[config.mk]
export PLATFORM = sky130hd
export DESIGN_NAME = riscv_core_decode_stage_flat
export DESIGN_NICKNAME = d
export VERILOG_FILES = /design/src/rtl/riscv_core_decode_stage_pkg.sv /design/src/rtl/riscv_core_decode_stage_if.sv /design/src/rtl/riscv_core_decode_comb.sv /design/src/rtl/riscv_core_decode_stage.sv /design/src/flat_wrapper.sv
export SDC_FILE = /design/constraint.sdc
export NUM_CORES = 1
export LEC_CHECK = 0
export CORE_UTILIZATION = 57
export DETAILED_ROUTE_END_ITERATION = 8
export DONT_BUFFER_PORTS = 1
export GPL_ROUTABILITY_DRIVEN = 0
export PLACE_DENSITY = 0.74
export RECOVER_POWER = 50
export SKIP_LAST_GASP = 1
export SLEW_MARGIN = 20
export SYNTH_ARGS = -nofsm -noshare
export SYNTH_HDL_FRONTEND = slang
export SYNTH_SLANG_ARGS = --single-unit
[constraint.sdc]
create_clock -name i_decode_stage_clk -period 1.65 [get_ports i_decode_stage_clk]
set_input_delay 0.2475 -clock i_decode_stage_clk [delete_from_list [all_inputs] [get_ports i_decode_stage_clk]]
set_output_delay 0.2475 -clock i_decode_stage_clk [all_outputs]
set_load 0.01 [all_outputs]
[src/rtl/riscv_core_decode_stage_pkg.sv]
// Shared decode types: opcode constants, the 17-bit control word and AMO funct5 legality.
package riscv_core_pkg;

  localparam logic [6:0] OP_R      = 7'b0110011;
  localparam logic [6:0] OP_RW     = 7'b0111011;
  localparam logic [6:0] OP_I      = 7'b0010011;
  localparam logic [6:0] OP_IW     = 7'b0011011;
  localparam logic [6:0] OP_LOAD   = 7'b0000011;
  localparam logic [6:0] OP_STORE  = 7'b0100011;
  localparam logic [6:0] OP_BRANCH = 7'b1100011;
  localparam logic [6:0] OP_JAL    = 7'b1101111;
  localparam logic [6:0] OP_JALR   = 7'b1100111;
  localparam logic [6:0] OP_LUI    = 7'b0110111;
  localparam logic [6:0] OP_AUIPC  = 7'b0010111;
  localparam logic [6:0] OP_AMO    = 7'b0101111;

  typedef struct packed {
    logic       regwrite;
    logic [2:0] imsrc;
    logic       uctrl;
    logic       alusrcb;
    logic       memwrite;
    logic [1:0] resultsrc;
    logic       branch;
    logic       aluop;
    logic [1:0] size;
    logic       ldext;
    logic       isword;
    logic       jump;
    logic       bjreg;
  } ctrl_t;

  localparam ctrl_t CTRL_NOP = '0;

  function automatic logic amo_f5_legal(input logic [4:0] f5);
    case (f5)
      5'b00010, 5'b00011, 5'b00001, 5'b00000, 5'b00100, 5'b01100,
      5'b01000, 5'b10000, 5'b10100, 5'b11000, 5'b11100: return 1'b1;
      default: return 1'b0;
    endcase
  endfunction

endpackage

[src/rtl/riscv_core_decode_stage_if.sv]
// Fetch->decode->execute handshake bundle; slave is the decode stage, master the surroundings.
interface riscv_core_decode_stage_if #(
  parameter int XLEN        = 64,
  parameter int STALL_CNT_W = 16
);
  import riscv_core_pkg::*;

  logic                   i_decode_stage_valid;
  logic                   o_decode_stage_ready;
  logic [31:0]            i_decode_stage_instr;
  logic [XLEN-1:0]        i_decode_stage_pc;
  logic                   i_decode_stage_flush;
  logic                   o_decode_stage_valid;
  logic                   i_decode_stage_ready;
  logic [XLEN-1:0]        o_decode_stage_pc;
  logic [4:0]             o_decode_stage_rd;
  logic [4:0]             o_decode_stage_rs1;
  logic [4:0]             o_decode_stage_rs2;
  logic [2:0]             o_decode_stage_funct3;
  logic                   o_decode_stage_funct7b5;
  ctrl_t                  o_decode_stage_ctrl;
  logic                   o_decode_stage_illegal;
  logic [STALL_CNT_W-1:0] o_decode_stage_stall_cnt;

  modport slave (
    input  i_decode_stage_valid, i_decode_stage_instr, i_decode_stage_pc,
           i_decode_stage_flush, i_decode_stage_ready,
    output o_decode_stage_ready, o_decode_stage_valid, o_decode_stage_pc,
           o_decode_stage_rd, o_decode_stage_rs1, o_decode_stage_rs2,
           o_decode_stage_funct3, o_decode_stage_funct7b5, o_decode_stage_ctrl,
           o_decode_stage_illegal, o_decode_stage_stall_cnt
  );

  modport master (
    output i_decode_stage_valid, i_decode_stage_instr, i_decode_stage_pc,
           i_decode_stage_flush, i_decode_stage_ready,
    input  o_decode_stage_ready, o_decode_stage_valid, o_decode_stage_pc,
           o_decode_stage_rd, o_decode_stage_rs1, o_decode_stage_rs2,
           o_decode_stage_funct3, o_decode_stage_funct7b5, o_decode_stage_ctrl,
           o_decode_stage_illegal, o_decode_stage_stall_cnt
  );
endinterface

[src/rtl/riscv_core_decode_comb.sv]
// Pure combinational main decoder: instr -> {ctrl, illegal}, RV32/RV64 by XLEN.
// AMO opcode decodes only when RISCV_CORE_DECODE_ATOMIC_EN is defined.
module riscv_core_decode_comb
  import riscv_core_pkg::*;
#(
  parameter int XLEN = 64
) (
  input  logic [31:0] instr_i,
  output ctrl_t       ctrl_o,
  output logic        illegal_o
);
  localparam bit RV64 = (XLEN == 64);

  logic [6:0] opc;
  logic [2:0] f3;
  ctrl_t      c;
  logic       ill;
  logic       unused_bits;

  assign opc         = instr_i[6:0];
  assign f3          = instr_i[14:12];
  assign unused_bits = ^{instr_i[31:15], instr_i[11:7]};

  // opcode[1:0] is part of every match, so a non-11 low pair lands in default
  always_comb begin
    c   = CTRL_NOP;
    ill = 1'b0;
    case (opc)
      OP_R, OP_RW: begin
        c.regwrite = 1'b1;
        c.aluop    = 1'b1;
        c.isword   = (opc == OP_RW);
        ill        = (opc == OP_RW) && !RV64;
      end
      OP_I, OP_IW: begin
        c.regwrite = 1'b1;
        c.aluop    = 1'b1;
        c.alusrcb  = 1'b1;
        c.isword   = (opc == OP_IW);
        ill        = (opc == OP_IW) && !RV64;
      end
      OP_LOAD: begin
        c.regwrite  = 1'b1;
        c.alusrcb   = 1'b1;
        c.resultsrc = 2'b01;
        c.size      = f3[1:0];
        c.ldext     = f3[2];
        ill         = (f3 == 3'd7) || (!RV64 && (f3 == 3'd3 || f3 == 3'd6));
      end
      OP_STORE: begin
        c.imsrc    = 3'b001;
        c.alusrcb  = 1'b1;
        c.memwrite = 1'b1;
        c.size     = f3[1:0];
        ill        = f3[2] || (!RV64 && f3 == 3'd3);
      end
      OP_BRANCH: begin
        c.imsrc   = 3'b010;
        c.alusrcb = 1'b1;
        c.branch  = 1'b1;
        ill       = (f3[2:1] == 2'b01);
      end
      OP_JAL: begin
        c.regwrite  = 1'b1;
        c.imsrc     = 3'b011;
        c.alusrcb   = 1'b1;
        c.resultsrc = 2'b10;
        c.jump      = 1'b1;
      end
      OP_JALR: begin
        c.regwrite  = 1'b1;
        c.alusrcb   = 1'b1;
        c.resultsrc = 2'b10;
        c.jump      = 1'b1;
        c.bjreg     = 1'b1;
        ill         = (f3 != 3'd0);
      end
      OP_LUI, OP_AUIPC: begin
        c.regwrite  = 1'b1;
        c.imsrc     = 3'b100;
        c.uctrl     = (opc == OP_LUI);
        c.alusrcb   = 1'b1;
        c.resultsrc = 2'b11;
      end
`ifdef RISCV_CORE_DECODE_ATOMIC_EN
      OP_AMO: begin
        c.regwrite  = 1'b1;
        c.memwrite  = 1'b1;
        c.resultsrc = 2'b01;
        c.size      = f3[1:0];
        c.isword    = (f3 == 3'b010);
        ill         = !((f3 == 3'b010) || (RV64 && f3 == 3'b011)) ||
                      !amo_f5_legal(instr_i[31:27]);
      end
`endif
      default: ill = 1'b1;
    endcase
  end

  assign ctrl_o    = ill ? CTRL_NOP : c;
  assign illegal_o = ill;

endmodule

[src/rtl/riscv_core_decode_stage.sv]
// Registered decode stage: decoder feeding an output register backed by one skid entry.
// Optional AMO decode is enabled by defining RISCV_CORE_DECODE_ATOMIC_EN.
module riscv_core_decode_stage
  import riscv_core_pkg::*;
#(
  parameter int XLEN        = 64,
  parameter int STALL_CNT_W = 16
) (
  input logic                      i_decode_stage_clk,
  input logic                      i_decode_stage_rst_n,
  riscv_core_decode_stage_if.slave bus
);
  typedef struct packed {
    logic [XLEN-1:0] pc;
    logic [4:0]      rd;
    logic [4:0]      rs1;
    logic [4:0]      rs2;
    logic [2:0]      f3;
    logic            f7b5;
    ctrl_t           ctrl;
    logic            illegal;
  } entry_t;

  ctrl_t                  dec_ctrl;
  logic                   dec_illegal;
  entry_t                 in_e, out_q, out_d, skid_q, skid_d;
  logic                   out_vld_q, out_vld_d, skid_vld_q, skid_vld_d;
  logic [STALL_CNT_W-1:0] stall_q, stall_d;
  logic                   accept, blocked;

  riscv_core_decode_comb #(.XLEN(XLEN)) u_comb (
    .instr_i   (bus.i_decode_stage_instr),
    .ctrl_o    (dec_ctrl),
    .illegal_o (dec_illegal)
  );

  assign in_e = {bus.i_decode_stage_pc, bus.i_decode_stage_instr[11:7],
                 bus.i_decode_stage_instr[19:15], bus.i_decode_stage_instr[24:20],
                 bus.i_decode_stage_instr[14:12], bus.i_decode_stage_instr[30],
                 dec_ctrl, dec_illegal};

  // ready depends only on skid state, so i_ready never reaches o_ready combinationally
  assign accept  = bus.i_decode_stage_valid && !skid_vld_q && !bus.i_decode_stage_flush;
  assign blocked = out_vld_q && !bus.i_decode_stage_ready;

  always_comb begin
    out_d      = out_q;
    skid_d     = skid_q;
    out_vld_d  = out_vld_q;
    skid_vld_d = skid_vld_q;
    if (bus.i_decode_stage_flush) begin
      out_vld_d  = 1'b0;
      skid_vld_d = 1'b0;
    end else if (blocked) begin
      if (accept) begin
        skid_d     = in_e;
        skid_vld_d = 1'b1;
      end
    end else if (skid_vld_q) begin
      out_d      = skid_q;
      out_vld_d  = 1'b1;
      skid_vld_d = 1'b0;
    end else begin
      out_vld_d = accept;
      if (accept) out_d = in_e;
    end
  end

  assign stall_d = (blocked && stall_q != '1) ? stall_q + STALL_CNT_W'(1) : stall_q;

  always_ff @(posedge i_decode_stage_clk or negedge i_decode_stage_rst_n) begin
    if (!i_decode_stage_rst_n) begin
      out_q      <= '0;
      skid_q     <= '0;
      out_vld_q  <= 1'b0;
      skid_vld_q <= 1'b0;
      stall_q    <= '0;
    end else begin
      out_q      <= out_d;
      skid_q     <= skid_d;
      out_vld_q  <= out_vld_d;
      skid_vld_q <= skid_vld_d;
      stall_q    <= stall_d;
    end
  end

  assign bus.o_decode_stage_ready     = !skid_vld_q;
  assign bus.o_decode_stage_valid     = out_vld_q;
  assign bus.o_decode_stage_pc        = out_q.pc;
  assign bus.o_decode_stage_rd        = out_q.rd;
  assign bus.o_decode_stage_rs1       = out_q.rs1;
  assign bus.o_decode_stage_rs2       = out_q.rs2;
  assign bus.o_decode_stage_funct3    = out_q.f3;
  assign bus.o_decode_stage_funct7b5  = out_q.f7b5;
  assign bus.o_decode_stage_ctrl      = out_q.ctrl;
  assign bus.o_decode_stage_illegal   = out_q.illegal;
  assign bus.o_decode_stage_stall_cnt = stall_q;

endmodule

[src/flat_wrapper.sv]
// flat-port wrapper written by rule: the top's interface ports become plain ports
module riscv_core_decode_stage_flat import riscv_core_pkg::*;
#(
  parameter int XLEN        = 64,
  parameter int STALL_CNT_W = 16
)
  (i_decode_stage_clk, i_decode_stage_rst_n, bus_i_decode_stage_valid, bus_i_decode_stage_instr, bus_i_decode_stage_pc, bus_i_decode_stage_flush, bus_i_decode_stage_ready, bus_o_decode_stage_ready, bus_o_decode_stage_valid, bus_o_decode_stage_pc, bus_o_decode_stage_rd, bus_o_decode_stage_rs1, bus_o_decode_stage_rs2, bus_o_decode_stage_funct3, bus_o_decode_stage_funct7b5, bus_o_decode_stage_ctrl, bus_o_decode_stage_illegal, bus_o_decode_stage_stall_cnt);
  riscv_core_decode_stage_if #(.XLEN(XLEN), .STALL_CNT_W(STALL_CNT_W)) bus_i ();
  input logic i_decode_stage_clk;
  input logic i_decode_stage_rst_n;
  input wire logic [$bits(bus_i.i_decode_stage_valid)-1:0] bus_i_decode_stage_valid;
  input wire logic [$bits(bus_i.i_decode_stage_instr)-1:0] bus_i_decode_stage_instr;
  input wire logic [$bits(bus_i.i_decode_stage_pc)-1:0] bus_i_decode_stage_pc;
  input wire logic [$bits(bus_i.i_decode_stage_flush)-1:0] bus_i_decode_stage_flush;
  input wire logic [$bits(bus_i.i_decode_stage_ready)-1:0] bus_i_decode_stage_ready;
  output wire logic [$bits(bus_i.o_decode_stage_ready)-1:0] bus_o_decode_stage_ready;
  output wire logic [$bits(bus_i.o_decode_stage_valid)-1:0] bus_o_decode_stage_valid;
  output wire logic [$bits(bus_i.o_decode_stage_pc)-1:0] bus_o_decode_stage_pc;
  output wire logic [$bits(bus_i.o_decode_stage_rd)-1:0] bus_o_decode_stage_rd;
  output wire logic [$bits(bus_i.o_decode_stage_rs1)-1:0] bus_o_decode_stage_rs1;
  output wire logic [$bits(bus_i.o_decode_stage_rs2)-1:0] bus_o_decode_stage_rs2;
  output wire logic [$bits(bus_i.o_decode_stage_funct3)-1:0] bus_o_decode_stage_funct3;
  output wire logic [$bits(bus_i.o_decode_stage_funct7b5)-1:0] bus_o_decode_stage_funct7b5;
  output wire logic [$bits(bus_i.o_decode_stage_ctrl)-1:0] bus_o_decode_stage_ctrl;
  output wire logic [$bits(bus_i.o_decode_stage_illegal)-1:0] bus_o_decode_stage_illegal;
  output wire logic [$bits(bus_i.o_decode_stage_stall_cnt)-1:0] bus_o_decode_stage_stall_cnt;
  assign bus_i.i_decode_stage_valid = bus_i_decode_stage_valid;
  assign bus_i.i_decode_stage_instr = bus_i_decode_stage_instr;
  assign bus_i.i_decode_stage_pc = bus_i_decode_stage_pc;
  assign bus_i.i_decode_stage_flush = bus_i_decode_stage_flush;
  assign bus_i.i_decode_stage_ready = bus_i_decode_stage_ready;
  assign bus_o_decode_stage_ready = bus_i.o_decode_stage_ready;
  assign bus_o_decode_stage_valid = bus_i.o_decode_stage_valid;
  assign bus_o_decode_stage_pc = bus_i.o_decode_stage_pc;
  assign bus_o_decode_stage_rd = bus_i.o_decode_stage_rd;
  assign bus_o_decode_stage_rs1 = bus_i.o_decode_stage_rs1;
  assign bus_o_decode_stage_rs2 = bus_i.o_decode_stage_rs2;
  assign bus_o_decode_stage_funct3 = bus_i.o_decode_stage_funct3;
  assign bus_o_decode_stage_funct7b5 = bus_i.o_decode_stage_funct7b5;
  assign bus_o_decode_stage_ctrl = bus_i.o_decode_stage_ctrl;
  assign bus_o_decode_stage_illegal = bus_i.o_decode_stage_illegal;
  assign bus_o_decode_stage_stall_cnt = bus_i.o_decode_stage_stall_cnt;
  riscv_core_decode_stage #(.XLEN(XLEN), .STALL_CNT_W(STALL_CNT_W)) u_core (.i_decode_stage_clk(i_decode_stage_clk), .i_decode_stage_rst_n(i_decode_stage_rst_n), .bus(bus_i));
endmodule
==> impl_metrics.yaml <==
worst_setup_path:
  crit_chain: "ha_2, and4_4, nand3_4, or3_4, nor2_4, mux2_4"
  crit_arrival_ns: 2.11
  crit_family: "simple AND/OR/NAND/NOR gates"
  required_ns: 2.03
  r2r-start: "u_core.bus.o_decode_stage_stall_cnt[0]"
  crit_start: "u_core.bus.o_decode_stage_stall_cnt[0]"
  crit_fanout: 3
  cpPeakStageDelay_ns: 0.36
  critPathCaptureType: "flip-flop"
  crit_slowest_cell: "or3_4"
  cp-start-kind: "flip-flop"
  crit_buf_inv: 0
  worst-setup-path-type: "flip-flop to flip-flop"
grt:
  grt_usage_pct: 26.9
  grt.overflow.total: 0
  grt_pass1_wl_mm: 37.9
  grt_max_degree: 221
  grt_pass1_vias: 7546
  antenna_found_initial: 0
yosys:
  synth-edff-count: 0
  ys_warn_count: 0
  synthTopCellsByArea: "dfrtp_1, nand2_1, mux2i_1, o21ai_0, clkbuf_1"
  synthFlopType: "dfrtp_1"
  synth_cell_type_count: 49
  synth_area_um2: 9510
  avgSynthCellArea_um2: 9.63
  async_flop_share_pct: 100
  ys_ff_latch: 220
  syn_nets: 1089
  syn_inst: 987
  yosys.area.top_type: "dfrtp_1"
  synth_top_area_share_pct: 57.9
  synth_seq_area_share_pct: 57.9
sta:
  tightest_slew_ns: 0.375
  timing.slew.headroom_pct: 74.6
  setup_ws_ns: -0.0779
  clock.fmax_mhz: 579
  period_needed_ns: 1.73
  slew_viol_final: 0
  skew_ns: 0.0122
  hold_viol: 220
  min_period_over_period_pct: 105
  holdWs_ns: -0.552
  rsz0062_at_grt: "true"
  setup_viol: 26
floorplanning:
  die_y_um: 131
  dieArea_um2: 17200
  initial_core_util_pct: 59.2
  ios: 220
  die_w_um: 131
  rows: 46
  coreArea_um2: 16100
power:
  powerDensity_nw_per_um2: 1140
  p_leak_nw: 5.62
  ir_drop_mv: 0.843
clock_network:
  cts_tree: "yes"
  clk_pin_slew_ns: 0.06
  cts_made_buffers: 23
  cts_buffer_depth: 3
  insertion_delay_ns: 0.49
  cts_sinks: 220
  cts_hold_buffers: 91
  h-tree-depth: 1
  cts-root-buf: "clkbuf_16"
run_status:
  violations: "negative hold slack, negative setup slack"
  status: "complete, but fails checks"
placed_design:
  portBuffers: 0
  dp.cells: 1196
  dp_slack_ns: -0.169
  hpwl_mm: 13.4
detailed_routing:
  detailroute.via_count: 7467
  firstDrtPassIters: 4
  wire_per_inst_um: 17.9
  ant_nets: 0
  drt_iter0_markers: 401
  routed_wl_mm: 24.0
  drc: 0
  avgViaCountPerCell: 5.59
finish:
  fin_nets: 1209
  diodes: 0
  multi_input_area_um2: 3870
  fillCellCount: 1030
  area_delta_synth_final_pct: 26.5
  seqCellArea_um2: 5510
  final_cell_mix: "nand2_1, dfrtp_1, o21ai_0"
  drive_above_1_share_pct: 12.2
  fin_cells: 1335
  layout_commonest_cell: "nand2_1"
hold_path:
  hp-class: "input pin to async pin"
job:
  maxCapViolations: 0
[where the power goes]
part	total [mW]	internal [mW]	switching [mW]	leakage, nW
Combinational	1.76	0.866	0.896	2.48
Sequential	7.06	6.29	0.768	2.80
Clock	4.85	2.83	2.02	0.345
[cells in the mapped netlist (3+ instances only)]
library cell and n:
nand4_1 3, nor3_1 12, o21ai_0 95, o31ai_2 5, o31ai_1 8, mux2i_1 84, nor2_1 15, and3_1 13
mux2_2 4, xnor2_1 10, nand2_1 374, buf_6 3, clkbuf_1 45, nand2b_1 4, inv_1 3, nor2b_1 4
buf_2 11, dfrtp_1 220, a21oi_1 16, nand3_1 16, xor2_1 5
[layout make-up]
class	instances	share of cell area, %
inverter	3	0.0936
tap	216	2.25
clock inverter	6	0.458
clock buffer	31	5.28
multi-input combinational	700	32.2
sequential	220	45.8
timing repair buffer	159	13.9
[flip-flops by register name, summed over array words and instances (netlist names)]
name and cells:
u_core.bus.o_decode_stage_rd 5, u_core.skid_q 101, u_core.bus.o_decode_stage_valid 1, u_core.bus.o_decode_stage_rs1 5, u_core.bus.o_decode_stage_funct3 3, u_core.bus.o_decode_stage_rs2 5, u_core.bus.o_decode_stage_illegal 1, u_core.bus.o_decode_stage_funct7b5 1
u_core.bus.o_decode_stage_pc 64, u_core.bus.o_decode_stage_ctrl 17, u_core.skid_vld_q 1, u_core.bus.o_decode_stage_stall_cnt 16
[cells by family after synthesis]
kind of cell | count (synthesis) | share of synthesized area, %
compound gates | 143 | 8.74
buf+inv | 67 | 3.12
flops | 220 | 57.9
xor+xnor | 15 | 1.38
simple gates | 453 | 19.4
mux | 88 | 9.32
fa+ha+maj | 1 | 0.132
[routing by layer]
layer	routed length [um]	up-vias	track usage, %
met5	0	-	0
met3	1600	58	6.06
met2	11900	262	45.6
met1	9740	3636	34.5
met4	759	0	7.84
li1	-	3511	-
[repair_timing]
action                                 4_1_cts  5_1_grt
setup endpoints to repair                   18       24
endpoints found under the hold margin      400      220
pin swaps                                    8       11
resized for setup                           16       20
cloned                                       0        5
buffers inserted                             3        4
[stage by stage]
step	hold slack (ns)	instance area, um2	utilization (%)	power, mW	TNS, ns
global placement	-0.0432	10100	62.7	8.38	-0.550
detailed placement	-0.0430	10100	62.7	8.50	-1.12
global route	-0.573	12000	74.9	14.3	-3.05
finish	-0.552	12000	74.9	13.7	-0.682
CTS	-0.567	11800	73.2	13.6	-0.278
floorplan	-0.0481	9580	-	7.98	-0.892
[path summary, 6_finish.rpt]
kind,slack (ns),to,depth (start not counted)
worst max-delay path,-0.08,u_core.bus.o_decode_stage_stall_cnt[14],6
worst min-delay path,-0.55,u_core.skid_q[62],0
worst max register to register,-0.08,u_core.bus.o_decode_stage_stall_cnt[14],6
worst min register to register,0.47,u_core.skid_q[8],2
max in group asynchronous,1.89,u_core.bus.o_decode_stage_pc[2],0
min in group i_decode_stage_clk,0.01,u_core.skid_q[1],2
(Power assumes the default switching activity.)
